==> src/rtl/input_conditioner_pkg.sv <==
// Shared definitions for the input conditioner: the debounce decision
// taken on every clock and the helper that derives it.
package input_conditioner_pkg;

  localparam int T_DEFAULT = 4;

  typedef enum logic [1:0] {
    DB_HOLD   = 2'd0,
    DB_COUNT  = 2'd1,
    DB_COMMIT = 2'd2
  } db_action_e;

  // A match always restarts the count; only the T-th consecutive mismatch commits.
  function automatic db_action_e db_action(input logic mismatch, input logic at_limit);
    db_action_e act;
    if (!mismatch) begin
      act = DB_HOLD;
    end else if (at_limit) begin
      act = DB_COMMIT;
    end else begin
      act = DB_COUNT;
    end
    return act;
  endfunction

endpackage

==> src/rtl/input_conditioner_sync_2ff.sv <==
// Two-flop synchronizer bringing one asynchronous bit into the clk domain.
module sync_2ff (
  input  logic clk,
  input  logic reset_n,
  input  logic d,
  output logic q
);

  logic sync0_q;
  logic sync1_q;

  // Two-stage capture; only the second stage is allowed downstream.
  always_ff @(posedge clk or negedge reset_n) begin
    if (!reset_n) begin
      sync0_q <= 1'b0;
      sync1_q <= 1'b0;
    end else begin
      sync0_q <= d;
      sync1_q <= sync0_q;
    end
  end

  assign q = sync1_q;

endmodule

==> src/rtl/input_conditioner.sv <==
// Synchronizes, debounces and edge-detects one raw input pin; the level
// changes only after T consecutive clocks of disagreement.
module input_conditioner
  import input_conditioner_pkg::*;
#(
  parameter  int T  = T_DEFAULT,
  localparam int CW = $clog2(T + 1)
) (
  input  logic clk,
  input  logic reset_n,
  input  logic pin,
  output logic conditioned,
  output logic rising,
  output logic falling
);

  logic          pin_sync;
  logic          mismatch;
  db_action_e    action;
  logic [CW-1:0] count_q;
  logic [CW-1:0] count_d;
  logic          cond_q;
  logic          cond_d;
  logic          rise_q;
  logic          rise_d;
  logic          fall_q;
  logic          fall_d;

  sync_2ff u_sync (
    .clk     (clk),
    .reset_n (reset_n),
    .d       (pin),
    .q       (pin_sync)
  );

  assign mismatch = pin_sync ^ cond_q;
  assign action   = db_action(mismatch, count_q == CW'(T - 1));

  // Next-state for the debounce counter, level and one-cycle edge pulses.
  always_comb begin
    count_d = count_q;
    cond_d  = cond_q;
    rise_d  = 1'b0;
    fall_d  = 1'b0;
    case (action)
      DB_HOLD: begin
        count_d = {CW{1'b0}};
      end
      DB_COUNT: begin
        count_d = count_q + CW'(1);
      end
      DB_COMMIT: begin
        count_d = {CW{1'b0}};
        cond_d  = pin_sync;
        rise_d  = pin_sync;
        fall_d  = ~pin_sync;
      end
      default: begin
        count_d = {CW{1'b0}};
      end
    endcase
  end

  // State registers; reset clears any pulse in flight.
  always_ff @(posedge clk or negedge reset_n) begin
    if (!reset_n) begin
      count_q <= {CW{1'b0}};
      cond_q  <= 1'b0;
      rise_q  <= 1'b0;
      fall_q  <= 1'b0;
    end else begin
      count_q <= count_d;
      cond_q  <= cond_d;
      rise_q  <= rise_d;
      fall_q  <= fall_d;
    end
  end

  assign conditioned = cond_q;
  assign rising      = rise_q;
  assign falling     = fall_q;

endmodule

==> config.mk <==
export PLATFORM = sky130hd
export DESIGN_NAME = input_conditioner
export DESIGN_NICKNAME = d
export VERILOG_FILES = /design/src/rtl/input_conditioner_pkg.sv /design/src/rtl/input_conditioner_sync_2ff.sv /design/src/rtl/input_conditioner.sv
export SDC_FILE = /design/constraint.sdc
export NUM_CORES = 1
export LEC_CHECK = 0
export BUFFER_PORTS_ARGS = -buffer_cell sky130_fd_sc_hd__buf_2
export CAP_MARGIN = 10
export CORE_AREA = 2 2 39 41
export DETAILED_ROUTE_END_ITERATION = 12
export DIE_AREA = 0 0 41 43
export PLACE_DENSITY_LB_ADDON = 0.05
export SYNTH_ARGS = -nofsm -noshare
export SYNTH_HDL_FRONTEND = slang
export SYNTH_SLANG_ARGS = --single-unit
==> constraint.sdc <==
create_clock -name clk -period 2.3 [get_ports clk]
set_input_delay 0.115 -clock clk [delete_from_list [all_inputs] [get_ports clk]]
set_output_delay 0.115 -clock clk [all_outputs]
set_load 0.005 [all_outputs]
==> results of run 1 <==
==> cell families after synthesis <==
kind of cell / share of synthesized area
xor gates and xnor gates: 0.0308
adders and majority gates: 0.0881
and+or+nand+nor: 0.132
buffers and inverters: 0.0264
AOI/OAI and AO/OA: 0.0176
DFF: 0.705
==> report_power, final <==
part           leakage (µW)  internal [µW]  switching, µW
registers          0.000103            171           16.8
clock network     0.0000138           59.6           45.5
logic             0.0000661           41.5           38.2
==> per-stage QoR <==
step | util | power (µW) | setup WS, ps | hold slack, ps
after CTS | 0.269 | 386 | 1140 | 232
after global routing | 0.269 | 407 | 1070 | 243
after global placement | 0.238 | 270 | 1160 | -31.1
after floorplan | - | 244 | 1250 | -181
after detailed placement | 0.238 | 271 | 1140 | -30.7
final | 0.269 | 373 | 1160 | 232
==> timing repair <==
| item | 4_1_cts | 5_1_grt |
|---|---|---|
| hold buffers | 2 | 0 |
| hold endpoints to repair | 9 | 0 |
| setup buffers | 0 | 0 |
==> worst max-delay path by stage <==
stage | from | endpoint | slack [ps] | cells after the start
final | count_q[0] | conditioned | 1160 | 4
after global placement | count_q[0] | conditioned | 1160 | 4
after global routing | count_q[0] | conditioned | 1070 | 4
after detailed placement | count_q[0] | conditioned | 1140 | 4
after floorplan | count_q[0] | conditioned | 1250 | 4
after CTS | count_q[0] | conditioned | 1140 | 4
==> worst max-delay path: cells and delay by family, from the launching register on <==
family                     cells  cell delay, ps
adders and majority gates      2             450
DFF                            1             380
and+or+nand+nor                1             110
AOI/OAI and AO/OA              1              80
==> metal layers <==
| layer | track usage | vias up | wire length (µm) |
|---|---|---|---|
| li1 | - | 87 | - |
| met3 | 0.0471 | 0 | 24 |
| met4 | 0.100 | 0 | 0 |
| met2 | 0.0906 | 4 | 215 |
| met5 | 0 | - | 0 |
| met1 | 0.0861 | 77 | 204 |
==> sequential cells by signal (all words and copies together) (netlist names) <==
name / count
rising: 1
falling: 1
conditioned: 1
u_sync.q: 1
count_q: 3
u_sync.sync0_q: 1
==> layout make-up <==
type / count / area [µm²] / area share
tap: 16 / 20.0 / 0.0539
clock buffer: 3 / 22.5 / 0.0606
timing repair buffer: 7 / 45.0 / 0.121
sequential: 8 / 200 / 0.539
inverter: 2 / 7.51 / 0.0202
multi-input combinational: 10 / 76.3 / 0.205
==> synth_stat cells <==
| library cell | n | share of area |
|---|---|---|
| ha_1 | 2 | 0.088 |
| nand2_1 | 1 | 0.013 |
| dfrtp_1 | 8 | 0.70 |
| nor2_1 | 1 | 0.013 |
| nor3_1 | 2 | 0.035 |
| inv_1 | 2 | 0.026 |
| nor3b_2 | 1 | 0.044 |
| xnor2_1 | 1 | 0.031 |
| o21ai_0 | 1 | 0.018 |
| nor3b_1 | 1 | 0.026 |
==> run metrics, run 1 <==
I/O Buffers=5; slack of the worst reg-to-reg path=1160 ps; Syn Std Cell Area=284 µm²; number of fill cells=147; most frequent CP cell=ha_1; routability congestion estimate from global placement=0.631; final antenna diode count=0; total negative slack=0 ps; final-report setup violation count=0; final WL=444 µm; clock tree sinks=8; RSZ-0062 raised after global routing=false; via-per-instance ratio=3.65; Placed Area=329 µm²; DRT antenna net count=0; Num CTS Buffers=3; Period Utilization, post-route=0.494; core area=1380 µm²; Final Skew=3.97 ps; post-route cell area=372 µm²; Synth Register Bits=8; crit path launch type=register; htree depth=1; drt wl/cell=9.65 µm; Avg Inst Size Synth=14.2 µm²; syn nets=25; Area growth syn-to-layout=30.8%; initial antenna violation count=0; FF-to-FF path depth=4; Die X=41 µm; Final Hold Vio Count=0; Initial Util=0.205; drc violations=0; Fmax achieved=880 MHz; via count=168; fin nets=37; Worst EP arrival=1270 ps; non-filler cells, final=46; slowest stage cell, crit path=dfrtp_1; cts repair resizes=0; Placed Instances=41; crit-path max cell delay=380 ps; R2R Path Start=count_q[0]; clock period minus final worst setup slack=1140 ps; CP Max Fanout=6; Congestion Overflow GR=0; Slew Limit Fails=0; post-synthesis cell type count=10; FP Rows=14; vias in the first global route=189; worst slew pin tran=291 ps; Yosys warning total=0; most frequent cells in the layout=8 x dfrtp_1, 5 x buf_2, 3 x clkbuf_4; GR Util All Layers=0.0800; Die ar.=1760 µm²; relative slew slack=0.805; LEAKAGE=0.000183 µW; cell count after synthesis=20; maximum vdd drop=280 µV; Chip Height=43 µm; worst r2r dst=conditioned; min-delay worst type=input pin to async pin; CTS tree=done; CTS Buffer Depth=2; Cell Pwr Density=1000 nW/µm²; Starting DRT DRC Count=1; Critical Path End Type=register; status=finished clean; Req. time, crit path=2430 ps; max cap viols=0; Worst Setup Path Type=register to register; sequential element share of the synthesized area=0.705; largest net degree at the start of global routing=9; layout cell share with drive strength beyond 1=0.300; global-route wire length before repair=786 µm; Ports=6; Pre-antenna DRT Iters=3; most common cell after layout, fill and taps aside=dfrtp_1; Clk pin slew, worst setup/hold paths=50 ps; root buffer cell=clkbuf_4; crit path cell chain=ha_1 -> ha_1 -> nand2_1 -> o21ai_0; clk_lat worst skew=250 ps
Note: power is estimated with default switching activity, not from simulation.
==> run 2, diff against run 1 <==
--- a/config.mk
+++ b/config.mk
@@ -5,6 +5,7 @@
 export SDC_FILE = /design/constraint.sdc
 export NUM_CORES = 1
 export LEC_CHECK = 0
+export ABC_AREA = 1
 export BUFFER_PORTS_ARGS = -buffer_cell sky130_fd_sc_hd__buf_2
 export CAP_MARGIN = 10
 export CORE_AREA = 2 2 39 41
==> constraint.sdc (replaced) <==
create_clock -name clk -period 0.99 [get_ports clk]
set_input_delay 0.0495 -clock clk [delete_from_list [all_inputs] [get_ports clk]]
set_output_delay 0.0495 -clock clk [all_outputs]
set_load 0.005 [all_outputs]
==> run 2 against run 1 <==
The flow now finishes with violations (negative setup slack). Register-to-register slack got worse by 1200 ps. Cell area increased by 13%. Worst setup slack got worse by 1200 ps. Critical endpoint is now count_q[1]. Largest cell class unchanged. Highest routed layer unchanged.
==> run metrics, run 2 <==
top-area cell type share of the netlist area=0.681 (was 0.705); Chip Height=43 µm (unchanged); Worst EP arrival=1220 ps (was 1270 ps); sequential element share of the synthesized area=0.681 (was 0.705); min-delay worst type=input pin to async pin (unchanged); total negative slack=-117 ps (was 0 ps); Final Hold Vio Count=0 (unchanged); Synth Area in Adders=0.0851 (was 0.0881); Critical Path End Type=register (unchanged); Initial Util=0.212 (was 0.205); clk_lat worst skew=250 ps (about the same); Async SR Flop Fraction=1.00 (unchanged); Num CTS Buffers=3 (unchanged); crit path launch type=register (unchanged); via-per-instance ratio=3.71 (was 3.65); final antenna diode count=0 (unchanged); syn nets=30 (was 25); drt wl/cell=9.63 µm (was 9.65 µm); Starting DRT DRC Count=0 (was 1); LEAKAGE=0.000206 µW (was 0.000183 µW); CTS Buffer Depth=2 (unchanged); initial antenna violation count=0 (unchanged); Ports=6 (unchanged); clock tree sinks=8 (unchanged); Seq pwr share=0.437 (was 0.504); FP Rows=14 (unchanged); leading area contributor after synthesis=dfrtp_1 (unchanged); failing checks=negative setup slack; Setup WS post-layout=-44.3 ps (was 1160 ps); worst r2r dst=count_q[1] (was conditioned); Psw=319 µW (was 100 µW); number of enable flip-flop cells after synthesis=0 (unchanged); RSZ-0062 raised after global routing=true (was false); post-route total power=1020 µW (was 373 µW); Gate power share=0.321 (was 0.214); htree depth=1 (unchanged); routability congestion estimate from global placement=0.541 (was 0.631); CP Max Fanout=3 (was 6); status=finished, violations left (was finished clean); I/O Buffers=5 (unchanged); Worst Setup Path Type=register to register (unchanged); Die X=41 µm (unchanged); global-route wire length before repair=690 µm (was 786 µm); number of fill cells=149 (was 147); Clk pwr share=0.242 (was 0.282); clock period minus final worst setup slack=1030 ps (was 1140 ps); Fmax achieved=967 MHz (was 880 MHz); layout cell share with drive strength beyond 1=0.472 (was 0.300); Synth Register Bits=8 (unchanged); Avg Inst Size Synth=11.8 µm² (was 14.2 µm²); Simple-Gate Fraction of Synth Area=0.153 (was 0.132); max reg flops=3 (unchanged); Placed Instances=46 (was 41); root buffer cell=clkbuf_4 (unchanged); post-route cell area=419 µm² (was 372 µm²); relative slew slack=0.879 (was 0.805); multiplexer area fraction after synthesis=0 (unchanged); Area growth syn-to-layout=42.6% (was 30.8%); post-synthesis cell type count=10 (unchanged); XOR/XNOR share of the synthesized area=0 (was 0.0308); FF-to-FF path depth=5 (was 4); Final Skew=0.570 ps (was 3.97 ps); Clk pin slew, worst setup/hold paths=50 ps (about the same); drc violations=0 (unchanged); CTS tree=done (unchanged); Cell Pwr Density=2420 nW/µm² (was 1000 nW/µm²); Yosys warning total=0 (unchanged); Congestion Overflow GR=0 (unchanged); largest cells by area after synthesis=dfrtp_1 68%, ha_1 8.5%, inv_1 3.8%, nor2_1 3.8%, nand3_2 3.4% (was dfrtp_1 70%, ha_1 8.8%, nor3b_2 4.4%, nor3_1 3.5%, xnor2_1 3.1%); worst slew pin tran=181 ps (was 291 ps); Die ar.=1760 µm² (unchanged); GR Util All Layers=0.0688 (was 0.0800); Syn Std Cell Area=294 µm² (was 284 µm²); largest net degree at the start of global routing=9 (unchanged); sw frac=0.315 (was 0.270); R2R Path Start=count_q[0] (unchanged); final-report setup violation count=3 (was 0); Post-synth top cells=8 x dfrtp_1, 3 x inv_1, 3 x nor2_1 (was 8 x dfrtp_1, 2 x ha_1, 2 x inv_1, 2 x nor3_1); largest family of logic cells by synthesized area=simple AND/OR/NAND/NOR gates (unchanged); Slew Limit Fails=0 (unchanged); Placed Area=354 µm² (was 329 µm²); vias in the first global route=171 (was 189); final WL=501 µm (was 444 µm); non-filler cells, final=52 (was 46); most flop-heavy register=count_q (unchanged); Period Utilization, post-route=1.04 (was 0.494); max cap viols=0 (unchanged); post-synthesis compound-gate area fraction=0.0170 (was 0.0176); most common cell after layout, fill and taps aside=dfrtp_1 (unchanged); Req. time, crit path=1170 ps (was 2430 ps); pre-CTS WS=-73.2 ps (was 1140 ps); most common cell in the synthesized netlist=dfrtp_1 (unchanged); hpwl dp=334 µm; cell count after synthesis=25 (was 20); via count=193 (was 168); fin nets=43 (was 37); Top FF cell, synth=dfrtp_1 (unchanged); DRT antenna net count=0 (unchanged); maximum vdd drop=907 µV (was 280 µV); core area=1380 µm² (unchanged); most frequent cells in the layout=8 x dfrtp_1, 5 x buf_2, 3 x inv_1, 3 x clkbuf_4 (was 8 x dfrtp_1, 5 x buf_2, 3 x clkbuf_4); slack of the worst reg-to-reg path=-40 ps (was 1160 ps); Pint=696 µW (was 272 µW); Pre-antenna DRT Iters=1 (was 3)
==> run 2: cell count changes in the layout (fill, tap and decap cells not counted), sizes merged <==
cell / before / now
buf: 5 / 6
inv: 2 / 5
nand2: 1 / 3
nand3: 0 / 1
nor2: 1 / 3
nor3b: 2 / 0
xnor2: 1 / 0
==> run 2: layout make-up <==
type,count,area [µm²],share of cell area
clock buffers,3,22.5,0.0537
inverters,5,21.3,0.0507
repair buffers,8,52.6,0.125
flip-flops and latches,8,200,0.478
multi-input cells,12,103,0.245
well taps,16,20.0,0.0478
==> run 2: kinds of logic after synthesis <==
kind of cell / after synthesis
AO/OA/AOI/OAI: 1
AND/OR/NAND/NOR: 9
buffers and inverters: 5
adder cells (fa/ha/maj): 2
flip-flops: 8
==> run 2: repair_timing <==
action | CTS | global route
resized for setup | 3 | 1
hold buffers | 2 | 0
endpoints found under the setup margin | 3 | 6
hold endpoints to repair | 9 | 0
pin swaps | 4 | 2
setup buffers | 1 | 0
cloned | 0 | 0
==> run 2: power groups by stage <==
stage / sequential (µW) / clock [µW] / combinational (µW)
floorplan: 445 / 0 / 171
global placement: 445 / 0 / 234
detailed placement: 449 / 0 / 241
CTS: 442 / 267 / 315
global route: 447 / 277 / 358
finish: 444 / 246 / 326
==> run 2: per-stage QoR <==
stage | hold WS (ps) | util
floorplan | -246 | -
global placement | -102 | 0.256
detailed placement | -98.2 | 0.256
CTS | 169 | 0.301
global route | 181 | 0.303
finish | 170 | 0.303
==> run 2: how the worst max path moves through the flow <==
stage	start	end	slack [ps]	cells after the start
2_1_floorplan	count_q[0]	count_q[0]	9	5
3_3_place_gp	count_q[0]	count_q[1]	-60	5
3_5_place_dp	count_q[0]	count_q[0]	-70	5
4_1_cts	count_q[0]	count_q[0]	-70	5
5_1_grt	count_q[0]	count_q[1]	-80	5
6_report	count_q[0]	count_q[1]	-40	5
==> run 2: worst max-delay path, cell delays in order (launching register included) <==
cell	delay (ps)
dfrtp_1	380
ha_2	190
ha_4	170
inv_4	60
nand3_4	70
nor2_2	90
==> run 2: metal layers <==
metal,track usage,vias to the layer above,part of all wire
li1,-,102,-
met1,0.0789,86,0.48
met2,0.0719,5,0.46
met3,0.0471,0,0.058
met5,0,-,0
met4,0.0800,0,0
==> run 3, diff against run 2 <==
--- a/config.mk
+++ b/config.mk
@@ -11,7 +11,8 @@
 export CORE_AREA = 2 2 39 41
 export DETAILED_ROUTE_END_ITERATION = 12
 export DIE_AREA = 0 0 41 43
-export PLACE_DENSITY_LB_ADDON = 0.05
+export PLACE_DENSITY = 0.36
+export SETUP_SLACK_MARGIN = 0.15
 export SYNTH_ARGS = -nofsm -noshare
 export SYNTH_HDL_FRONTEND = slang
 export SYNTH_SLANG_ARGS = --single-unit
==> constraint.sdc (replaced) <==
create_clock -name clk -period 0.85 [get_ports clk]
set_input_delay 0.0425 -clock clk [delete_from_list [all_inputs] [get_ports clk]]
set_output_delay 0.0425 -clock clk [all_outputs]
set_load 0.005 [all_outputs]
==> run 3 against run 2 <==
The flow still finishes with violations (negative setup slack). Combinational power increased by 15%. Critical path type unchanged. First-iteration DRC count unchanged. Clock skew increased by 2.1 ps. Total power increased by 15%. Die area unchanged.
==> run metrics, run 3 (synthesis results as in run 2) <==
sw frac=0.311 (was 0.315); Die X=41 µm (unchanged); drt wl/cell=9.06 µm (was 9.63 µm); I/O Buffers=5 (unchanged); global-route wire length before repair=862 µm (was 690 µm); Worst Setup Path Type=register to register (unchanged); most frequent cells in the layout=8 x dfrtp_1, 5 x buf_2, 3 x inv_1, 3 x clkbuf_4 (unchanged); vias in the first global route=207 (was 171); LEAKAGE=0.000208 µW (was 0.000206 µW); fin nets=43 (unchanged); Req. time, crit path=1030 ps (was 1170 ps); final-report setup violation count=6 (was 3); pre-CTS WS=-200 ps (was -73.2 ps); CTS tree=done (unchanged); Area growth syn-to-layout=44.3% (was 42.6%); largest net degree at the start of global routing=9 (unchanged); status=finished, violations left (unchanged); relative slew slack=0.883 (was 0.879); Placed Instances=46 (unchanged); Pint=805 µW (was 696 µW); via count=196 (was 193); Fmax achieved=938 MHz (was 967 MHz); Ports=6 (unchanged); RSZ-0062 raised after global routing=true (unchanged); Setup WS post-layout=-216 ps (was -44.3 ps); most common cell after layout, fill and taps aside=dfrtp_1 (unchanged); Critical Path End Type=register (unchanged); routability congestion estimate from global placement=0.580 (was 0.541); Period Utilization, post-route=1.25 (was 1.04); clock period minus final worst setup slack=1070 ps (was 1030 ps); root buffer cell=clkbuf_4 (unchanged); Cell Pwr Density=2750 nW/µm² (was 2420 nW/µm²); max reg flops=3 (unchanged); clock tree sinks=8 (unchanged); Worst EP arrival=1250 ps (was 1220 ps); non-filler cells, final=52 (unchanged); Psw=363 µW (was 319 µW); layout cell share with drive strength beyond 1=0.500 (was 0.472); Slew Limit Fails=0 (unchanged); final WL=471 µm (was 501 µm); crit path launch type=register (unchanged); Clk pwr share=0.234 (was 0.242); GR Util All Layers=0.0791 (was 0.0688); Num CTS Buffers=3 (unchanged); most flop-heavy register=count_q (unchanged); core area=1380 µm² (unchanged); Final Skew=2.65 ps (was 0.570 ps); clk_lat worst skew=240 ps (was 250 ps); Seq pwr share=0.444 (was 0.437); Pre-antenna DRT Iters=1 (unchanged); Clk pin slew, worst setup/hold paths=50 ps (about the same); post-route cell area=424 µm² (was 419 µm²); Chip Height=43 µm (unchanged); hpwl dp=353 µm (was 334 µm); Congestion Overflow GR=0 (unchanged); max cap viols=0 (unchanged); via-per-instance ratio=3.77 (was 3.71); CP Max Fanout=3 (unchanged); DRT antenna net count=0 (unchanged); failing checks=negative setup slack (unchanged); Gate power share=0.322 (was 0.321); Placed Area=354 µm² (unchanged); CTS Buffer Depth=2 (unchanged); drc violations=0 (unchanged); htree depth=1 (unchanged); min-delay worst type=input pin to async pin (unchanged); Initial Util=0.212 (unchanged); Starting DRT DRC Count=0 (unchanged); initial antenna violation count=0 (unchanged); worst slew pin tran=175 ps (was 181 ps); Die ar.=1760 µm² (unchanged); maximum vdd drop=881 µV (was 907 µV); FP Rows=14 (unchanged); final antenna diode count=0 (unchanged); Final Hold Vio Count=0 (unchanged)
## run 3: through the flow
stage                     total power (µW)  TNS (ps)  utilization  hold WS, ps
after floorplan                        717      -594            -         -253
after global placement                 787      -888        0.256         -111
after detailed placement               801      -937        0.256         -109
after CTS                             1160      -926        0.303          163
after global routing                  1290     -1360        0.307          195
final                                 1170      -986        0.307          161
## run 3: routing by layer
metal | share of wire | track usage
met1 | 0.39 | 0.0930
met5 | 0 | 0
met3 | 0.062 | 0.0314
met2 | 0.55 | 0.109
met4 | 0 | 0.0600
## run 3: area by class of cell
class	count	area (µm²)
Timing Repair Buffer	8	52.6
Sequential cell	8	200
Tap cell	16	20.0
Inverter	5	21.3
Multi-Input combinational cell	12	108
Fill cell	150	960
Clock buffer	3	22.5
## run 3: worst max-delay path, cell delays in order, from the launching register on
cell     delay [ps]
dfrtp_1         390
ha_2            190
ha_4            170
inv_4            70
nand3_4          80
nor2_1          100
## run 3: power groups by stage
stage	logic [µW]	clock network [µW]	registers, µW
6_report	376	274	518
5_1_grt	429	322	534
4_1_cts	354	291	516
3_5_place_dp	277	0	524
3_3_place_gp	268	0	518
2_1_floorplan	199	0	518
## run 3: what timing repair did
item / CTS / global route
pin swaps: 0 / 1
setup endpoints to repair: 9 / 9
hold endpoints to repair: 9 / 0
gates resized for setup: 3 / 2
buffers inserted: 1 / 0
hold buffers: 2 / 0
## run 3: final timing paths
kind                                      from          to  slack [ps]  depth (start not counted)
worst max register to register      count_q[0]  count_q[2]        -220                          5
max in group asynchronous              reset_n  count_q[1]         530                          2
worst min-delay path                   reset_n  count_q[2]         160                          2
worst max-delay path                count_q[0]  count_q[2]        -220                          5
worst min register to register  u_sync.sync0_q    u_sync.q         350                          0
min in group clk                u_sync.sync0_q    u_sync.q         350                          0
